## src/rtl/sipo_frame_pkg.sv

```systemverilog
// rtl/sipo_frame_pkg.sv - shared FSM encoding and framing constants for sipo_frame_rx
package sipo_frame_pkg;

  typedef enum logic [1:0] {
    IDLE   = 2'd0,
    DATA   = 2'd1,
    PARITY = 2'd2,
    STOP   = 2'd3
  } rx_state_e;

  localparam logic START_BIT = 1'b0;
  localparam logic STOP_BIT  = 1'b1;

endpackage

```

## src/rtl/sipo_shift.sv

```systemverilog
// rtl/sipo_shift.sv - WIDTH-bit serial-in parallel-out register, MSB arrives first
module sipo_shift #(
  parameter int WIDTH = 4
) (
  input  logic             clk,
  input  logic             clr_n,
  input  logic             shift_en,
  input  logic             sin,
  output logic [WIDTH-1:0] q
);

  always_ff @(posedge clk or negedge clr_n) begin
    if (!clr_n) begin
      q <= '0;
    end else if (shift_en) begin
      q <= {q[WIDTH-2:0], sin};
    end
  end

endmodule

```

## src/rtl/sipo_frame_rx.sv

```systemverilog
// rtl/sipo_frame_rx.sv - strobed serial frame receiver: start, WIDTH data bits MSB first, parity, stop
module sipo_frame_rx
  import sipo_frame_pkg::*;
#(
  parameter int WIDTH      = 4,
  parameter int PARITY_ODD = 0
) (
  input  logic             CK,
  input  logic             RN,
  input  logic             SI,
  input  logic             EN,
  output logic [WIDTH-1:0] Dout,
  output logic             VALID,
  output logic             PERR,
  output logic             FERR,
  output logic             BUSY
);

  localparam int CW = $clog2(WIDTH + 1);

  rx_state_e        state, state_n;
  logic [CW-1:0]    cnt, cnt_n;
  logic             par, par_n;
  logic             perr_lat, perr_lat_n;
  logic             shift_en;
  logic             load;
  logic             valid_n, perr_n, ferr_n;
  logic [WIDTH-1:0] shreg;

  sipo_shift #(.WIDTH(WIDTH)) u_shift (
    .clk      (CK),
    .clr_n    (RN),
    .shift_en (shift_en),
    .sin      (SI),
    .q        (shreg)
  );

  always_comb begin
    state_n    = state;
    cnt_n      = cnt;
    par_n      = par;
    perr_lat_n = perr_lat;
    shift_en   = 1'b0;
    load       = 1'b0;
    valid_n    = 1'b0;
    perr_n     = 1'b0;
    ferr_n     = 1'b0;
    if (EN) begin
      unique case (state)
        IDLE: begin
          if (SI == START_BIT) begin
            state_n = DATA;
            cnt_n   = '0;
            par_n   = 1'b0;
          end
        end
        DATA: begin
          shift_en = 1'b1;
          par_n    = par ^ SI;
          cnt_n    = cnt + CW'(1);
          if (cnt == CW'(WIDTH - 1)) state_n = PARITY;
        end
        PARITY: begin
          // Odd parity expects the complement of the running data XOR.
          perr_lat_n = SI != (par ^ (PARITY_ODD != 0));
          state_n    = STOP;
        end
        STOP: begin
          state_n = IDLE;
          if (SI == STOP_BIT) begin
            if (perr_lat) begin
              perr_n = 1'b1;
            end else begin
              valid_n = 1'b1;
              load    = 1'b1;
            end
          end else begin
            ferr_n = 1'b1;
          end
        end
        default: state_n = IDLE;
      endcase
    end
  end

  always_ff @(posedge CK or negedge RN) begin
    if (!RN) begin
      state    <= IDLE;
      cnt      <= '0;
      par      <= 1'b0;
      perr_lat <= 1'b0;
      Dout     <= '0;
      VALID    <= 1'b0;
      PERR     <= 1'b0;
      FERR     <= 1'b0;
    end else begin
      state    <= state_n;
      cnt      <= cnt_n;
      par      <= par_n;
      perr_lat <= perr_lat_n;
      VALID    <= valid_n;
      PERR     <= perr_n;
      FERR     <= ferr_n;
      if (load) Dout <= shreg;
    end
  end

  assign BUSY = (state != IDLE);

endmodule

```

## config.mk

```make
export PLATFORM = sky130hd
export DESIGN_NAME = sipo_frame_rx
export DESIGN_NICKNAME = d
export VERILOG_FILES = /design/src/rtl/sipo_frame_pkg.sv /design/src/rtl/sipo_shift.sv /design/src/rtl/sipo_frame_rx.sv
export SDC_FILE = /design/constraint.sdc
export NUM_CORES = 1
export LEC_CHECK = 0
export CAP_MARGIN = 5
export CORE_MARGIN = 2
export CORE_UTILIZATION = 56
export CTS_BUF_LIST = sky130_fd_sc_hd__clkbuf_2 sky130_fd_sc_hd__clkbuf_4 sky130_fd_sc_hd__clkbuf_8
export DETAILED_ROUTE_END_ITERATION = 12
export HOLD_SLACK_MARGIN = 0.08
export MAX_ROUTING_LAYER = met4
export PLACE_DENSITY = 0.81
export SYNTH_ARGS = -nofsm -noshare
export SYNTH_HDL_FRONTEND = slang
export SYNTH_HIERARCHICAL = 1
export SYNTH_SLANG_ARGS = --single-unit
export TNS_END_PERCENT = 20
```

## constraint.sdc

```tcl
create_clock -name CK -period 3.6 [get_ports CK]
set_clock_uncertainty 0.05 [all_clocks]
set_input_delay 0.36 -clock CK [delete_from_list [all_inputs] [get_ports CK]]
set_output_delay 0.36 -clock CK [all_outputs]
set_load 0.01 [all_outputs]
```

After elaboration in Yosys (flattened, before gate mapping):

Cells that the tools add are included.

* output and inout bits: 8
* register bits: 18
* word-level logic and storage cells: 44

* $add $sub $neg: 1
* bitwise operators: 1
* mux-type cells: 20
* reductions and logical operators: 6
* eq/ne operators: 7

Operators by type and width (count)
* $mux 1: 14
* $pmux 2 s4: 1
* $pmux 3 s2: 1
* $reduce_and 3->1: 2
* $eq 2x2->1 const B: 2
* $mux 2: 2
* $ne 2x2->1 const B: 2
* $reduce_bool 2->1: 2
* $add 3x1->3 const B: 1
* $eq 3x2->1 const B: 1
* $mux 3: 1
* $eq 2x1->1 const B: 1
* $logic_not 2->1: 1
* $pmux 1 s2: 1
* $reduce_and 2->1: 1
* $ne 1x1->1: 1
* $xor 1x1->1: 1

Longest topological paths before layout:

* depth in word-level cells: 4
* depth in mapped cells: 6
* mapped depth without buffers: 5

Hierarchy:

Netlist, hierarchy kept.

By module, submodules not included
* sipo_frame_rx: times used 1, area each 743.2 µm², cells each 63
* sipo_shift: times used 1, area each 145.1 µm², cells each 8

Worst setup path before layout:

OpenSTA, ideal clock, no wires.

* path type: register to register
* from: register state[1]
* to: register u_shift.q[0]
* path buffers: 1
* data arrival time: 1341 ps
* slack: 2084 ps
* library setup time: 125 ps
* stages on the path, launching flop included: 6
* cells stage by stage: dfrtp_1 inv_1 ha_1 buf_2 and2_1 mux2_2

* cells in the longest elaborated chain, start to end: 3

Ends and longest elaborated chain
* start: declaration: RTL line sipo_frame_rx.sv:21 `rx_state_e state, state_n;`
* start signal: assignment: RTL line sipo_frame_rx.sv:97 `state <= state_n;`
* $eq 2x1->1: RTL line sipo_frame_rx.sv:49 `unique case (state)`
* $mux 1: RTL line sipo_frame_rx.sv:49
* $mux 1: RTL line sipo_frame_rx.sv:48 `if (EN) begin`
* via shift_en: RTL line sipo_frame_rx.sv:25 `logic shift_en;`
* end signal: assignment: RTL line sipo_shift.sv:16 `q <= {q[WIDTH-2:0], sin};`
* end: declaration: RTL line sipo_shift.sv:9 `output logic [WIDTH-1:0] q`

The timed path passes the listed nets, and every way through them passes these cells.
A chain may end at the register's enable or synchronous reset.

Worst setup path in the final report:

* from: register state[0]
* to: output port BUSY

* cells in the longest elaborated chain, start to end: 1

Ends and longest elaborated chain
* $reduce_bool 2->1: RTL line sipo_frame_rx.sv:108 `assign BUSY = (state != IDLE);`
* end: declaration: RTL line sipo_frame_rx.sv:16 `output logic BUSY`

No other way between the ends.

==> results.py <==
metrics = {
    "placed_design": {
        "dp.cells": 95,
        "port_buffers": 11,
        "dpl.hpwl_mm": 1.09,
        "gp_congestion": 0.779,
    },
    "drt": {
        "routed_wl_mm": 1.47,
        "drtIter0Drc": 6,
        "num_vias": 553,
        "ant_nets": 0,
        "post_drt_wl_per_cell_um": 14.9,
        "firstDrtPassIters": 4,
        "via_per_inst": 5.59,
        "drc": 0,
    },
    "final_layout": {
        "drive_above_1_share": 0.169,
        "syn_to_final_growth_pct": 16.1,
        "layout_common_cells": "18 x dfrtp_1, 11 x clkdlybuf4s50_1, 9 x mux2_2, 6 x inv_1, 6 x ha_1",
        "finalNetCount": 94,
        "fin_cells": 99,
        "diodes": 0,
        "final_common_cell": "dfrtp_1",
    },
    "power": {
        "intPower_uw": 563,
        "p_leak_nw": 0.481,
        "seqPwrFrac": 0.414,
        "irDropWorstVdd_v": 0.000501,
        "p_per_area_mw_per_mm2": 831,
        "pwr-share-comb": 0.442,
        "p_sw_frac": 0.343,
        "pwr-share-clk": 0.144,
        "p_switching_uw": 294,
    },
    "sta": {
        "rsz0062_at_grt": "no",
        "finalCritPeriodShare": 0.601,
        "hold_viol_final": 0,
        "holdWs_ns": 0.450,
        "finalCriticalPeriod_ns": 2.16,
        "fmax_mhz": 462,
        "slew_headroom": 0.502,
        "max_slew.worst_pin.slew_ns": 0.744,
        "finalMaxSlewViolations": 0,
        "setup_tns_ns": 0,
        "setup_viol": 0,
    },
    "grt": {
        "antenna_found_initial": 0,
        "grt_pass1_wl_mm": 2.58,
        "grt_max_degree": 19,
        "grt_pass1_vias": 548,
        "track_usage": 0.194,
        "overflow": 0,
    },
    "cts": {
        "cts_tree": "built",
        "hold_buffers": 0,
        "insertion_delay_ns": 0.29,
        "htreeDepth": 1,
        "cts_max_path_buffers": 2,
        "post-cts-setup-buffer-count": 0,
        "ctsResizeCount": 0,
        "numCtsBuffers": 3,
        "cts_root_buffer": "clkbuf_4",
        "cts_sinks": 18,
        "clkTransAtPathRegs_ns": 0.10,
    },
    "setup_path": {
        "crit_family": "buffers and inverters",
        "cp-start-kind": "flip-flop",
        "path_cells": "inv_1, ha_1, inv_1, clkdlybuf4s50_1",
        "arrival_ns": 1.75,
        "crit_type": "flip-flop to output port",
        "worstPathRequired_ns": 3.19,
        "critPathBufInv": 3,
        "r2r_setup_slack_ns": 1.86,
        "r2r-end": "u_shift/q[0]",
        "critPathMaxStageDelay_ns": 0.55,
        "critPathMaxFanout": 7,
        "end_kind": "output port",
        "cpMaxStageDelayCell": "clkdlybuf4s50_1",
        "worstReg2RegStart": "state[1]",
        "crit_top_cell": "inv_1",
        "r2r_cells": 4,
    },
    "outcome": {
        "status": "completed",
    },
    "synthesis": {
        "synth_fp_nets": 81,
        "synth_area_per_cell_um2": 12.5,
        "seq_area_frac_synth": 0.507,
        "syn-cell-area_um2": 888,
        "synth_cells": 71,
        "synth.distinct_cells": 26,
        "synth_seq_cells": 18,
        "yosysWarnings": 6,
    },
    "floorplan": {
        "die_x_um": 43.8,
        "top_level_ports": 12,
        "start_util": 0.597,
        "die_h_um": 43.8,
        "rows": 14,
        "coreArea_mm2": 0.00149,
        "dieArea_mm2": 0.00192,
    },
    "worst_hold_path": {
        "holdCritPathClass": "input pin to async pin",
    },
    "run": {
        "drv_cap": 0,
    },
}
## through the flow
stage | total power [mW] | cell area [µm²] | setup WS, ns | utilization
2_1_floorplan | 0.606 | 888 | 2.08 | -
3_3_place_gp | 0.717 | 995 | 1.63 | 0.668
3_5_place_dp | 0.740 | 995 | 1.62 | 0.668
4_1_cts | 0.865 | 1030 | 1.43 | 0.692
5_1_grt | 0.927 | 1030 | 1.31 | 0.692
6_report | 0.857 | 1030 | 1.44 | 0.692
## power groups by stage
stage / Clock (mW) / Combinational [mW] / Sequential, mW
6_report: 0.123 / 0.379 / 0.355
2_1_floorplan: 0 / 0.252 / 0.354
3_3_place_gp: 0 / 0.364 / 0.353
5_1_grt: 0.133 / 0.427 / 0.367
3_5_place_dp: 0 / 0.380 / 0.360
4_1_cts: 0.127 / 0.383 / 0.355
## layout make-up
class	count	area [µm²]
timing repair buffer	11	110
clock buffer	4	36.3
inverter	6	22.5
multi-input combinational	44	392
sequential	18	450
fill	105	458
tap	16	20.0
## worst max-delay path by stage
stage	startpoint	to	cells after the start
global route	state[0]	BUSY	4
detailed placement	EN	cnt[0]	4
global placement	EN	state[1]	4
CTS	state[0]	BUSY	4
floorplan	state[1]	u_shift/q[0]	5
finish	state[0]	BUSY	4
## worst reg2reg max path, stage by stage, from the launching register on
cell and delay [ns]:
dfrtp_1 0.43, inv_1 0.10, ha_1 0.35, and2_1 0.34, mux2_2 0.37
## flip-flops by register name (all words and copies together), names as in the netlist
register and flops:
perr_lat 1, PERR 1, state 2, cnt 3
par 1, u_shift/q 4, VALID 1, FERR 1
Dout 4
## cells in the mapped netlist
cell,number,area share
a21bo_1,1,0.011
a21o_1,1,0.0085
a21oi_1,1,0.0056
a221o_1,1,0.011
a221oi_1,2,0.020
a31oi_1,3,0.021
a32oi_1,1,0.0099
and2_1,2,0.014
and4_1,2,0.020
buf_2,1,0.0056
buf_4,1,0.0085
buf_6,1,0.013
dfrtp_1,18,0.51
ha_1,6,0.085
inv_1,6,0.025
mux2_2,9,0.11
mux2_4,1,0.017
mux2i_1,1,0.011
nand2b_1,1,0.0070
nand3b_1,1,0.0085
nand4b_1,1,0.0099
nor2_1,2,0.0085
nor2b_1,3,0.021
nor4bb_1,1,0.011
o21ai_0,3,0.017
xnor2_1,1,0.0099
## cells by family after synthesis
logic type | synth area share
AO/OA/AOI/OAI | 0.104
XOR/XNOR | 0.00986
adder cells (fa/ha/maj) | 0.0845
buffers and inverters | 0.0521
flip-flops | 0.507
multiplexers | 0.142
AND/OR/NAND/NOR | 0.100
## metal layers
layer | vias up | wire length (µm) | part of all wire | track usage
li1 | 277 | - | - | -
met1 | 265 | 728 | 0.49 | 0.272
met2 | 9 | 689 | 0.47 | 0.271
met3 | 2 | 44 | 0.030 | 0.0375
met4 | 0 | 10 | 0.0068 | 0.0909
met5 | - | 0 | 0 | -
Power figures use the tool's default switching activity.
